==> src/rtl/corr_metrics.sv <==
// corr_metrics: captures normalised window counts and computes covariance, dependency and Hamming metrics.
// Define CORR_METRICS_DEP_EN to include the iterative divider and the dependency metric.
module corr_metrics #(
    parameter int unsigned METRIC_PRECISION = 16
) (
    input  logic                        i_clk,
    input  logic                        i_rst,
    input  logic                        i_cg,
    input  logic [METRIC_PRECISION-1:0] i_countX,
    input  logic [METRIC_PRECISION-1:0] i_countY,
    input  logic [METRIC_PRECISION-1:0] i_countIsect,
    input  logic [METRIC_PRECISION-1:0] i_countSymdiff,
    input  logic                        i_valid,
    output logic                        o_busy,
    output logic                        o_overrun,
    output logic                        o_valid,
    output logic [METRIC_PRECISION-1:0] o_metricCov,
    output logic [METRIC_PRECISION-1:0] o_metricDep,
    output logic [METRIC_PRECISION-1:0] o_metricHam
);

    localparam int unsigned P  = METRIC_PRECISION;
    localparam int unsigned W2 = 2 * P;

`ifdef CORR_METRICS_DEP_EN
    localparam int unsigned CW = $clog2(P);
    typedef enum logic [1:0] {IDLE, MUL, DIV, DONE} state_t;
`else
    typedef enum logic [1:0] {IDLE, MUL, DONE} state_t;
`endif

    state_t       state;
    logic [P-1:0] x_r;
    logic [P-1:0] y_r;
    logic [P-1:0] isect_r;
    logic [P-1:0] symdiff_r;
    logic [P-1:0] prod_c;

    // Upper half of the 2P-bit product X*Y
    assign prod_c = P'((W2'(x_r) * W2'(y_r)) >> P);

    function automatic logic [P-1:0] abs_diff(input logic [P-1:0] a, input logic [P-1:0] b);
        return (a >= b) ? a - b : b - a;
    endfunction

    // |isect - prod| scaled by 4, saturating when the shift would overflow
    function automatic logic [P-1:0] cov_of(input logic [P-1:0] isect, input logic [P-1:0] prod);
        logic [P-1:0] d;
        d = abs_diff(isect, prod);
        return (d[P-1] | d[P-2]) ? '1 : {d[P-3:0], 2'b00};
    endfunction

`ifdef CORR_METRICS_DEP_EN
    logic [P-1:0]  prod_r;
    logic [P-1:0]  rem;
    logic [P-2:0]  q;
    logic [CW-1:0] cnt;
    logic [P:0]    rem_sh;
    logic          ge;
    logic [P-1:0]  rem_next;
    logic [P-1:0]  q_next;
    logic [P-1:0]  q_final;

    // One restoring-division step; rem stays below Y since isect < Y in the normal case
    always_comb begin
        rem_sh   = {rem, 1'b0};
        ge       = (rem_sh >= {1'b0, y_r});
        rem_next = ge ? P'(rem_sh - {1'b0, y_r}) : rem_sh[P-1:0];
        q_next   = {q, ge};
        if (y_r == '0) begin
            q_final = '0;
        end else if (isect_r >= y_r) begin
            q_final = '1;
        end else begin
            q_final = q_next;
        end
    end
`else
    assign o_metricDep = '0;
`endif

    always_ff @(posedge i_clk) begin
        if (i_rst) begin
            state       <= IDLE;
            o_busy      <= 1'b0;
            o_overrun   <= 1'b0;
            o_valid     <= 1'b0;
            o_metricCov <= '0;
            o_metricHam <= '0;
            x_r         <= '0;
            y_r         <= '0;
            isect_r     <= '0;
            symdiff_r   <= '0;
`ifdef CORR_METRICS_DEP_EN
            o_metricDep <= '0;
            prod_r      <= '0;
            rem         <= '0;
            q           <= '0;
            cnt         <= '0;
`endif
        end else if (i_cg) begin
            o_valid   <= 1'b0;
            o_overrun <= i_valid && (state != IDLE);
            case (state)
                IDLE: begin
                    if (i_valid) begin
                        x_r       <= i_countX;
                        y_r       <= i_countY;
                        isect_r   <= i_countIsect;
                        symdiff_r <= i_countSymdiff;
                        o_busy    <= 1'b1;
                        state     <= MUL;
                    end
                end
                MUL: begin
`ifdef CORR_METRICS_DEP_EN
                    prod_r <= prod_c;
                    rem    <= isect_r;
                    q      <= '0;
                    cnt    <= CW'(P - 1);
                    state  <= DIV;
`else
                    o_metricCov <= cov_of(isect_r, prod_c);
                    o_metricHam <= ~symdiff_r;
                    o_valid     <= 1'b1;
                    state       <= DONE;
`endif
                end
`ifdef CORR_METRICS_DEP_EN
                DIV: begin
                    rem <= rem_next;
                    q   <= q_next[P-2:0];
                    cnt <= cnt - CW'(1);
                    // Last quotient bit resolves this cycle; publish all metrics together
                    if (cnt == '0) begin
                        o_metricCov <= cov_of(isect_r, prod_r);
                        o_metricDep <= abs_diff(q_final, x_r);
                        o_metricHam <= ~symdiff_r;
                        o_valid     <= 1'b1;
                        state       <= DONE;
                    end
                end
`endif
                DONE: begin
                    o_busy <= 1'b0;
                    state  <= IDLE;
                end
                default: begin
                    o_busy <= 1'b0;
                    state  <= IDLE;
                end
            endcase
        end
    end

endmodule

==> config.mk <==
export PLATFORM = sky130hd
export DESIGN_NAME = corr_metrics
export DESIGN_NICKNAME = d
export VERILOG_FILES = /design/src/rtl/corr_metrics.sv
export SDC_FILE = /design/constraint.sdc
export NUM_CORES = 1
export LEC_CHECK = 0
export BUFFER_PORTS_ARGS = -buffer_cell sky130_fd_sc_hd__buf_2
export CAP_MARGIN = 20
export CORE_ASPECT_RATIO = 1.1
export CORE_MARGIN = 4
export CORE_UTILIZATION = 50
export CTS_CLUSTER_DIAMETER = 100
export CTS_CLUSTER_SIZE = 30
export DETAILED_ROUTE_END_ITERATION = 10
export PLACE_DENSITY = 0.69
export SLEW_MARGIN = 20
export SYNTH_ARGS = -nofsm -noshare
export SYNTH_HDL_FRONTEND = slang
export SYNTH_SLANG_ARGS = --single-unit
==> constraint.sdc <==
create_clock -name i_clk -period 15.5 [get_ports i_clk]
set_input_delay 2.325 -clock i_clk [delete_from_list [all_inputs] [get_ports i_clk]]
set_output_delay 2.325 -clock i_clk [all_outputs]
set_load 0.01 [all_outputs]
== After elaboration in Yosys (flattened, before gate mapping) ==
Cells that the tools add are included.
Operators by class
  bitwise logic cells: 3
  equal/unequal tests: 2
  mux-type cells: 7
  $mul: 1
  order comparisons: 1
  $add $sub $neg: 2
  reduce and logical (&&, ||, !) cells: 7
Operator list (number)
  $mul A16 B16 Y32: 1
  $mux W16: 2
  $sub A16 B16 Y16: 2
  $ge A16 B16 Y1: 1
  $not A16 Y16: 1
  $reduce_and A3 Y1: 2
  $pmux W2 S2: 1
  $reduce_and A2 Y1: 2
  $eq A2 B1 Y1 const B: 1
  $logic_not A2 Y1: 1
  $mux W1: 2
  $mux W2: 1
  $ne A2 B2 Y1 const B: 1
  $pmux W1 S2: 1
  $reduce_bool A2 Y1: 1
  $logic_and A1 B1 Y1: 1
  $not A1 Y1: 1
  $or A1 B1 Y1: 1
Word-level totals
  register bits after elaboration: 101
  output and inout port bits: 51
  bits of input ports: 68

== Depth between registers and ports, before layout ==
Gate-level depths: netlist of the first run.
  depth in word-level cells: 5
  gate-level depth with buffers: 35
  gate-level depth less buffers: 32

== Worst setup path before layout of the first run ==
Ideal clock, no wire load.
  path type: register -> register
  start point: register y_r[7]
  end point: register o_metricCov[10]
  period minus slack after synthesis: 8128 ps
  slack: 7372 ps
  library setup time: 157 ps
  arrival: 7971 ps
  required time: 15343 ps
  path buffers: 4
  stages on the path, launching flop included: 35
  cell sequence: dfxtp_1 clkbuf_1 clkbuf_1 nand2_1 fa_1 inv_1 fa_1 inv_1 fa_1 inv_1 fa_1 fa_1 inv_1 fa_1 inv_1 ha_1 a22oi_1 nand2_1 a2111oi_0 a21oi_1 a31oi_1 o21bai_1 a21oi_1 xnor2_1 ha_1 buf_2 a211oi_2 o21ai_0 a31o_1 a221o_1 o311a_1 or3_4 a22oi_4 buf_6 a311oi_2
Between the ends
  cells in the longest elaborated chain, start to end: 5
RTL lines
  start, declared: RTL line 34  | logic [P-1:0] y_r;
  start signal, assigned: RTL line 108  | y_r <= i_countY;
  $mul A16 B16 Y32 *: RTL line 40  | assign prod_c = P'((W2'(x_r) * W2'(y_r)) >> P);
  $sub A16 B16 Y16 or $ge A16 B16 Y1 (tied branches): RTL line 43  | return (a >= b) ? a - b : b - a;
  $mux W16 *: RTL line 43
  $or A1 B1 Y1: RTL line 50  | return (d[P-1] | d[P-2]) ? '1 : {d[P-3:0], 2'b00};
  $mux W16 *: RTL line 50
  end signal, assigned: RTL line 123  | o_metricCov <= cov_of(isect_r, prod_c);
  end, declared: RTL line 17  | output logic [METRIC_PRECISION-1:0] o_metricCov,
Mark *: on every way between the ends. The rest lies on a longest branch, timed or not.
A chain may end at the register's enable or synchronous reset.

== Worst setup path after layout of the first run ==
  start point: register y_r[7]
  end point: register o_metricCov[12]
The elaborated chain is that of the path after synthesis.

==> results of run 1 <==
-- registers in the layout, summed over array words and instances, names as in the netlist --
name         flops
x_r             16
symdiff_r       16
o_overrun        1
o_valid          1
o_metricCov     15
o_busy           1
state            2
y_r             16
o_metricHam     16
isect_r         16
-- metrics by stage --
stage	hold slack [ps]	utilization, %	instance area [sq um]
5_1_grt	446.8	54.21	14170
3_3_place_gp	415.5	53.01	13860
4_1_cts	435.0	54.10	14140
2_1_floorplan	413.1	-	13320
6_report	431.7	54.21	14170
3_5_place_dp	424.2	53.01	13860
-- final cells by class --
cell class	instances	area, sq um
inverters	266	998.5
multi-input cells	1118	9873
clock buffers	9	225.2
fillers	2504	11970
flip-flops and latches	100	2002
clock inverters	7	61.31
well taps	352	440.4
repair buffers	107	570.5
-- worst paths after layout --
path	start	end	slack, ps	cells after the start
min	symdiff_r[3]	o_metricHam[3]	430	1
max	y_r[7]	o_metricCov[12]	5810	27
min reg2reg	symdiff_r[3]	o_metricHam[3]	430	1
max reg2reg	y_r[7]	o_metricCov[12]	5810	27
-- cells by family after synthesis --
kind of cell | count (synthesis) | synth area share (%)
other | 1 | 0.02828
XOR/XNOR | 35 | 2.312
AO/OA/AOI/OAI | 217 | 11.29
adder cells (fa/ha/maj) | 327 | 41.89
buffers and inverters | 360 | 10.98
AND/OR/NAND/NOR | 512 | 17.55
flip-flops | 100 | 15.10
multiplexers | 11 | 0.8492
-- routing by layer --
metal | track usage, % | wire (microns) | up-vias
li1 | - | - | 4897
met1 | 28.97 | 13690 | 5003
met2 | 39.67 | 15830 | 218
met3 | 2.851 | 1221 | 59
met4 | 6.851 | 874 | 2
met5 | 0 | 20 | -
-- synthesized netlist by cell type (2+ instances only) --
cell / n
sky130_fd_sc_hd__nor2_1: 60
sky130_fd_sc_hd__and2_1: 117
sky130_fd_sc_hd__a21oi_1: 101
sky130_fd_sc_hd__o31ai_1: 4
sky130_fd_sc_hd__and3_1: 4
sky130_fd_sc_hd__o21a_1: 7
sky130_fd_sc_hd__xnor2_1: 23
sky130_fd_sc_hd__mux2_2: 2
sky130_fd_sc_hd__a221oi_1: 3
sky130_fd_sc_hd__clkbuf_1: 69
sky130_fd_sc_hd__a21o_1: 14
sky130_fd_sc_hd__nand4_1: 5
sky130_fd_sc_hd__o31a_1: 2
sky130_fd_sc_hd__buf_4: 17
sky130_fd_sc_hd__a211oi_1: 14
sky130_fd_sc_hd__dfxtp_1: 100
sky130_fd_sc_hd__nor2b_1: 3
sky130_fd_sc_hd__a311oi_1: 6
sky130_fd_sc_hd__xor2_1: 12
sky130_fd_sc_hd__a2111o_1: 2
sky130_fd_sc_hd__a31oi_1: 3
sky130_fd_sc_hd__ha_1: 132
sky130_fd_sc_hd__nor4_1: 2
sky130_fd_sc_hd__o21ai_0: 15
sky130_fd_sc_hd__nand3_1: 8
sky130_fd_sc_hd__buf_6: 5
sky130_fd_sc_hd__or2_2: 4
sky130_fd_sc_hd__mux2i_1: 9
sky130_fd_sc_hd__a21oi_4: 2
sky130_fd_sc_hd__a311oi_2: 9
sky130_fd_sc_hd__a211oi_2: 2
sky130_fd_sc_hd__o21ai_1: 2
sky130_fd_sc_hd__fa_1: 195
sky130_fd_sc_hd__o21bai_1: 7
sky130_fd_sc_hd__a31o_2: 2
sky130_fd_sc_hd__nand2_1: 287
sky130_fd_sc_hd__inv_1: 265
sky130_fd_sc_hd__o211ai_1: 4
sky130_fd_sc_hd__buf_2: 3
sky130_fd_sc_hd__a41oi_1: 2
sky130_fd_sc_hd__nand2b_1: 7
sky130_fd_sc_hd__nor3_1: 8
-- report_power, final --
group          switching [uW]  internal (uW)  leakage, uW
Clock                     114            112     0.000143
Sequential               26.8            269     0.000815
Combinational             165            111      0.00601
-- worst max-delay path, stage by stage (launching register included) --
cell,delay (ps)
sky130_fd_sc_hd__dfxtp_1,840
sky130_fd_sc_hd__nand2_1,180
sky130_fd_sc_hd__fa_1,560
sky130_fd_sc_hd__fa_1,510
sky130_fd_sc_hd__inv_1,50
sky130_fd_sc_hd__fa_1,610
sky130_fd_sc_hd__fa_1,460
sky130_fd_sc_hd__fa_1,500
sky130_fd_sc_hd__inv_1,50
sky130_fd_sc_hd__fa_1,480
sky130_fd_sc_hd__inv_1,50
sky130_fd_sc_hd__ha_1,360
sky130_fd_sc_hd__o21a_1,150
sky130_fd_sc_hd__o2bb2ai_1,90
sky130_fd_sc_hd__o31a_1,250
sky130_fd_sc_hd__a21oi_1,310
sky130_fd_sc_hd__a41oi_1,250
sky130_fd_sc_hd__o31ai_1,580
sky130_fd_sc_hd__xor2_1,170
sky130_fd_sc_hd__ha_1,400
sky130_fd_sc_hd__and3_1,280
sky130_fd_sc_hd__nand2_1,120
sky130_fd_sc_hd__nor3b_1,190
sky130_fd_sc_hd__a221o_1,860
sky130_fd_sc_hd__a31oi_1,120
sky130_fd_sc_hd__or3_4,430
sky130_fd_sc_hd__a22oi_4,490
sky130_fd_sc_hd__a311oi_2,180
==> flow_summary.toml, run 1 <==
[clock_network]
cts_root_buffer = "sky130_fd_sc_hd__clkbuf_16"
cts_resized = 0
clock_insertion_delay_worst_skew_ps = 360
htreeDepth = 3
clk_sinks = 100
cts_hold_buffers = 0
cts.reportedPaths.clkPinSlew_ps = 80
clock_path_buffers = 2
tritoncts_buffer_count = 9
postCtsSetupRepairBufs = 0
tritoncts = "done"

[critical_path]
worstSetupStartpointType = "flip-flop"
timing_worst_setup_path_type = "reg -> reg"
cp_max_fo = 24
arrival_ps = 9900
cp_data_required_time_ps = 15710
end_kind = "flip-flop"

[timing]
ratio_of_final_minimum_period_to_clock_period_pct = 62.51
achievable-frequency_mhz = 103.2
unrepaired_setup_endpoints_after_global_routing = "no"
hold_viol_final = 0
tns_ps = 0
finalWorstSetupSlack_ps = 5810
setup_viol = 0
timing.max_slew.rel_slack_pct = 31.75
actual_transition_at_the_worst_max_transition_pin_ps = 1023
clock_skew_ps = 11.23
finalMaxSlewViolations = 0
final_period_minus_worst_setup_slack_ps = 9690

[yosys]
synth_largest_type_area_fraction_pct = 29.44
synth.ff_latch_count = 100
yosysTopAreaCell = "sky130_fd_sc_hd__fa_1"
sequential_element_share_of_the_synthesized_area_pct = 15.10
asyncSetResetFlopFracSynth_pct = 0
synth_edf_count = 0
synthFlopType = "sky130_fd_sc_hd__dfxtp_1"
synth.distinct_cells = 67
synthTopCellsByArea = "sky130_fd_sc_hd__fa_1 29%, sky130_fd_sc_hd__dfxtp_1 15%, sky130_fd_sc_hd__ha_1 12%"
post_synthesis_cell_count = 1563
syn-mean-instance-area_sq_um = 8.484
yosys_warnings = 0
syn-cell-area_sq_um = 13260

[floorplan]
core.rowCount = 62
io-pin-count = 119
die_y_microns = 178.8
floorplan.die.width_microns = 163.3
area_of_the_die_sq_um = 29190
initial_utilization_pct = 50.72
coreArea_sq_um = 26140

[placed_design]
placed_cell_count = 1942
globalplace.congestion = 0.9052
place_hpwl_mm = 24.94
dp_slack_ps = 5796
portBuffers = 102

[finish]
final_layout_size_suffix_gt1_share_pct = 9.583
most-common-layout-cells = "287 x sky130_fd_sc_hd__nand2_1, 265 x sky130_fd_sc_hd__inv_1, 195 x sky130_fd_sc_hd__fa_1, 132 x sky130_fd_sc_hd__ha_1, 117 x sky130_fd_sc_hd__and2_1"
final-instance-count-excl-fill = 1959
flow.area_growth_from_synthesis_pct = 6.869
final_common_cell = "sky130_fd_sc_hd__nand2_1"
final_nets = 1997
num_antenna_cells = 0

[global_route]
antenna_found_initial = 1
grt_start_max_net_pins = 76
first_global_vias = 10579
global_route.overflow_total = 0
grt_pass1_wl_mm = 52.88
global_route.usage.total_pct = 22.50

[route]
drt-pass1-iter-count = 5
drc = 0
avgViaCountPerCell = 5.196
totalWireLength_mm = 31.64
detail-route-antenna-nets = 0
routedWlPerCell_microns = 16.15
num_vias = 10179
drt-initial-drc-count = 558

[power_and_ir_drop]
p_total_uw = 796.8
static-leakage-power_uw = 0.006968
vdd_drop_max_uv = 58.57
p_per_cell_area_nw_per_um2 = 56.23

[worst_hold_path]
hold_class = "reg -> reg"

[run]
drv.max_cap_violation_count = 0

[status]
status = "completed"
No activity file was read; power rests on OpenSTA's default activity.
==> run 2, diff against run 1 <==
--- a/config.mk
+++ b/config.mk
@@ -5,6 +5,7 @@
 export SDC_FILE = /design/constraint.sdc
 export NUM_CORES = 1
 export LEC_CHECK = 0
+export ABC_AREA = 1
 export BUFFER_PORTS_ARGS = -buffer_cell sky130_fd_sc_hd__buf_2
 export CAP_MARGIN = 20
 export CORE_ASPECT_RATIO = 1.1
@@ -13,7 +14,7 @@
 export CTS_CLUSTER_DIAMETER = 100
 export CTS_CLUSTER_SIZE = 30
 export DETAILED_ROUTE_END_ITERATION = 10
-export PLACE_DENSITY = 0.69
+export PLACE_DENSITY = 0.68
 export SLEW_MARGIN = 20
 export SYNTH_ARGS = -nofsm -noshare
 export SYNTH_HDL_FRONTEND = slang
==> constraint.sdc (replaced) <==
create_clock -name i_clk -period 9.1 [get_ports i_clk]
set_input_delay 1.365 -clock i_clk [delete_from_list [all_inputs] [get_ports i_clk]]
set_output_delay 1.365 -clock i_clk [all_outputs]
set_load 0.01 [all_outputs]
==> run 2 against run 1 <==
  * Synthesized cell count is 32% higher
  * Synthesized area is 9.8% higher
  * Setup slack worse by 4600 ps
  * Die area is 9.3% higher
  * Utilization is 0.58 points lower
  * Register-to-register slack worse by 4600 ps
  * Via count is 22% higher
  * Combinational power grew to 3.4 times the previous value
  * Flip-flop and latch count stayed put
  * Highest routed layer is now met4
==> flow_summary.toml, run 2 <==
[status]
status = "completed"

[yosys]
post_synthesis_adder_cell_area_fraction_pct = 38.17
synthFlopType = "sky130_fd_sc_hd__dfxtp_1"
asyncSetResetFlopFracSynth_pct = 0
post_synthesis_cell_count = 2069
synth.distinct_cells = 39
yosysTopAreaCell = "sky130_fd_sc_hd__fa_1"
leading_cell_type_by_number_of_instances_after_synthesis = "sky130_fd_sc_hd__nand2_1"
synthTopCellsByCount = "530 x sky130_fd_sc_hd__nand2_1, 472 x sky130_fd_sc_hd__inv_1, 195 x sky130_fd_sc_hd__fa_1, 138 x sky130_fd_sc_hd__nor2_1, 132 x sky130_fd_sc_hd__ha_1"
synth_largest_type_area_fraction_pct = 26.82
yosys_warnings = 0
syn-cell-area_sq_um = 14560
multiplexer_share_of_the_synthesized_area_pct = 0
syn-mean-instance-area_sq_um = 7.035
synthTopCellsByArea = "sky130_fd_sc_hd__fa_1 27%, sky130_fd_sc_hd__dfxtp_1 14%, sky130_fd_sc_hd__nand2_1 14%"
synth.ff_latch_count = 100
synthSimpleGateAreaFrac_pct = 20.97
synth_top_family_by_area = "adder cells"
synth_edf_count = 0
sequential_element_share_of_the_synthesized_area_pct = 13.75
synth_compound_area_share_pct = 9.172
synth-xor-area-share_pct = 1.685

[route]
totalWireLength_mm = 37.70
detail-route-antenna-nets = 0
drc = 0
drt-pass1-iter-count = 5
num_vias = 12370
avgViaCountPerCell = 5.039
drt-initial-drc-count = 716
routedWlPerCell_microns = 15.36

[power_and_ir_drop]
p_total_uw = 1899
p_per_cell_area_nw_per_um2 = 123.3
static-leakage-power_uw = 0.008958
vdd_drop_max_uv = 97.97

[clock_network]
tritoncts = "done"
tritoncts_buffer_count = 9
postCtsSetupRepairBufs = 0
cts.reportedPaths.clkPinSlew_ps = 100
cts_resized = 0
cts_root_buffer = "sky130_fd_sc_hd__clkbuf_16"
htreeDepth = 3
clk_sinks = 100
cts_hold_buffers = 0
clock_path_buffers = 2
clock_insertion_delay_worst_skew_ps = 380

[finish]
most-common-layout-cells = "530 x sky130_fd_sc_hd__nand2_1, 470 x sky130_fd_sc_hd__inv_1, 195 x sky130_fd_sc_hd__fa_1, 136 x sky130_fd_sc_hd__nor2_1, 132 x sky130_fd_sc_hd__ha_1"
utilization_after_layout_pct = 53.62
final_layout_size_suffix_gt1_share_pct = 8.050
final_common_cell = "sky130_fd_sc_hd__nand2_1"
flow.area_growth_from_synthesis_pct = 5.768
num_antenna_cells = 0
final_nets = 2477

[timing]
hold_viol_final = 0
achievable-frequency_mhz = 126.0
finalMaxSlewViolations = 0
timing.max_slew.rel_slack_pct = 42.21
unrepaired_setup_endpoints_after_global_routing = "no"
final_period_minus_worst_setup_slack_ps = 7934
setup_viol = 0
finalWorstSetupSlack_ps = 1166
hold_ws_ps = 419.1
ratio_of_final_minimum_period_to_clock_period_pct = 87.19
actual_transition_at_the_worst_max_transition_pin_ps = 866.9
clock_skew_ps = 14.71
tns_ps = 0

[placed_design]
place_hpwl_mm = 30.85
globalplace.congestion = 0.9678
dp_slack_ps = 1206
portBuffers = 102

[critical_path]
arrival_ps = 8180
worst_r2r_startpoint = "y_r[7]"
end_kind = "flip-flop"
worst_path_most_repeated_cell = "sky130_fd_sc_hd__nand2_1"
buffering_stage_count_on_the_worst_path_with_inverters_included = 3
critical_path.max_stage_delay_ps = 890
cpMaxStageDelayCell = "sky130_fd_sc_hd__dfxtp_1"
timing_worst_setup_path_type = "reg -> reg"
cp_data_required_time_ps = 9350
cp_max_fo = 17
critical_path.top_delay_family = "adder cells"
cp-startpoint = "y_r[7]"
worstSetupStartpointType = "flip-flop"

[global_route]
antenna_found_initial = 0
grt_pass1_wl_mm = 62.62
global_route.usage.total_pct = 24.24
first_global_vias = 12452
global_route.overflow_total = 0
grt_start_max_net_pins = 96

[floorplan]
coreArea_sq_um = 28710
core.rowCount = 65
initial_utilization_pct = 50.70
area_of_the_die_sq_um = 31910
die_y_microns = 186.9
floorplan.die.width_microns = 170.7
io-pin-count = 119

[run]
drv.max_cap_violation_count = 0

[worst_hold_path]
hold_class = "reg -> reg"
hold_start = "symdiff_r[0]"
run 2: through the flow:
stage               std cells  cell area, sq um
finish                   2455             15390
global placement         2439             15080
global route             2455             15390
floorplan                2084             14610
CTS                      2455             15390
detailed placement       2439             15080
run 2: worst paths after layout:
path	end	slack, ps	cells past startpoint
worst max-delay path	o_metricCov[14]	1170	28
worst min-delay path	o_metricHam[0]	420	1
worst max register to register	o_metricCov[14]	1170	28
worst min register to register	o_metricHam[0]	420	1
run 2: power by group:
group	switching (uW)	leakage, uW	internal, uW	total [uW]
registers	65.1	0.000821	466	531
logic	613	0.00799	324	937
clock network	232	0.000151	200	431
total	910	0.00896	989	1900
run 2: worst reg2reg max path: cells and delay by family, from the launching register on:
kind / cells / cell delay (ps)
fa+ha+maj: 8 / 3870
simple gates: 12 / 1720
compound gates: 5 / 1170
flops: 1 / 890
buf+inv: 3 / 140
run 2: area by class of cell:
class	count	area, sq um
multi-input cells	1382	10250
inverters	479	1798
fillers	2856	13310
clock buffers	9	225.2
well taps	368	460.4
flip-flops and latches	100	2002
repair buffers	110	570.5
clock inverters	7	86.33
run 2: logic make-up after synthesis:
| logic type | after synthesis |
|---|---|
| flip-flops | 100 |
| buffers and inverters | 602 |
| AO/OA/AOI/OAI | 247 |
| adder cells (fa/ha/maj) | 327 |
| other | 1 |
| AND/OR/NAND/NOR | 764 |
| XOR/XNOR | 28 |
run 2: per-layer routing:
metal  vias up  GRT usage (%)  routed length (microns)
li1       6094              -                        -
met1      5873          30.70                    15740
met2       339          41.78                    18810
met3        64          4.249                     2022
met4         0          7.957                     1136
met5         -              0                        0
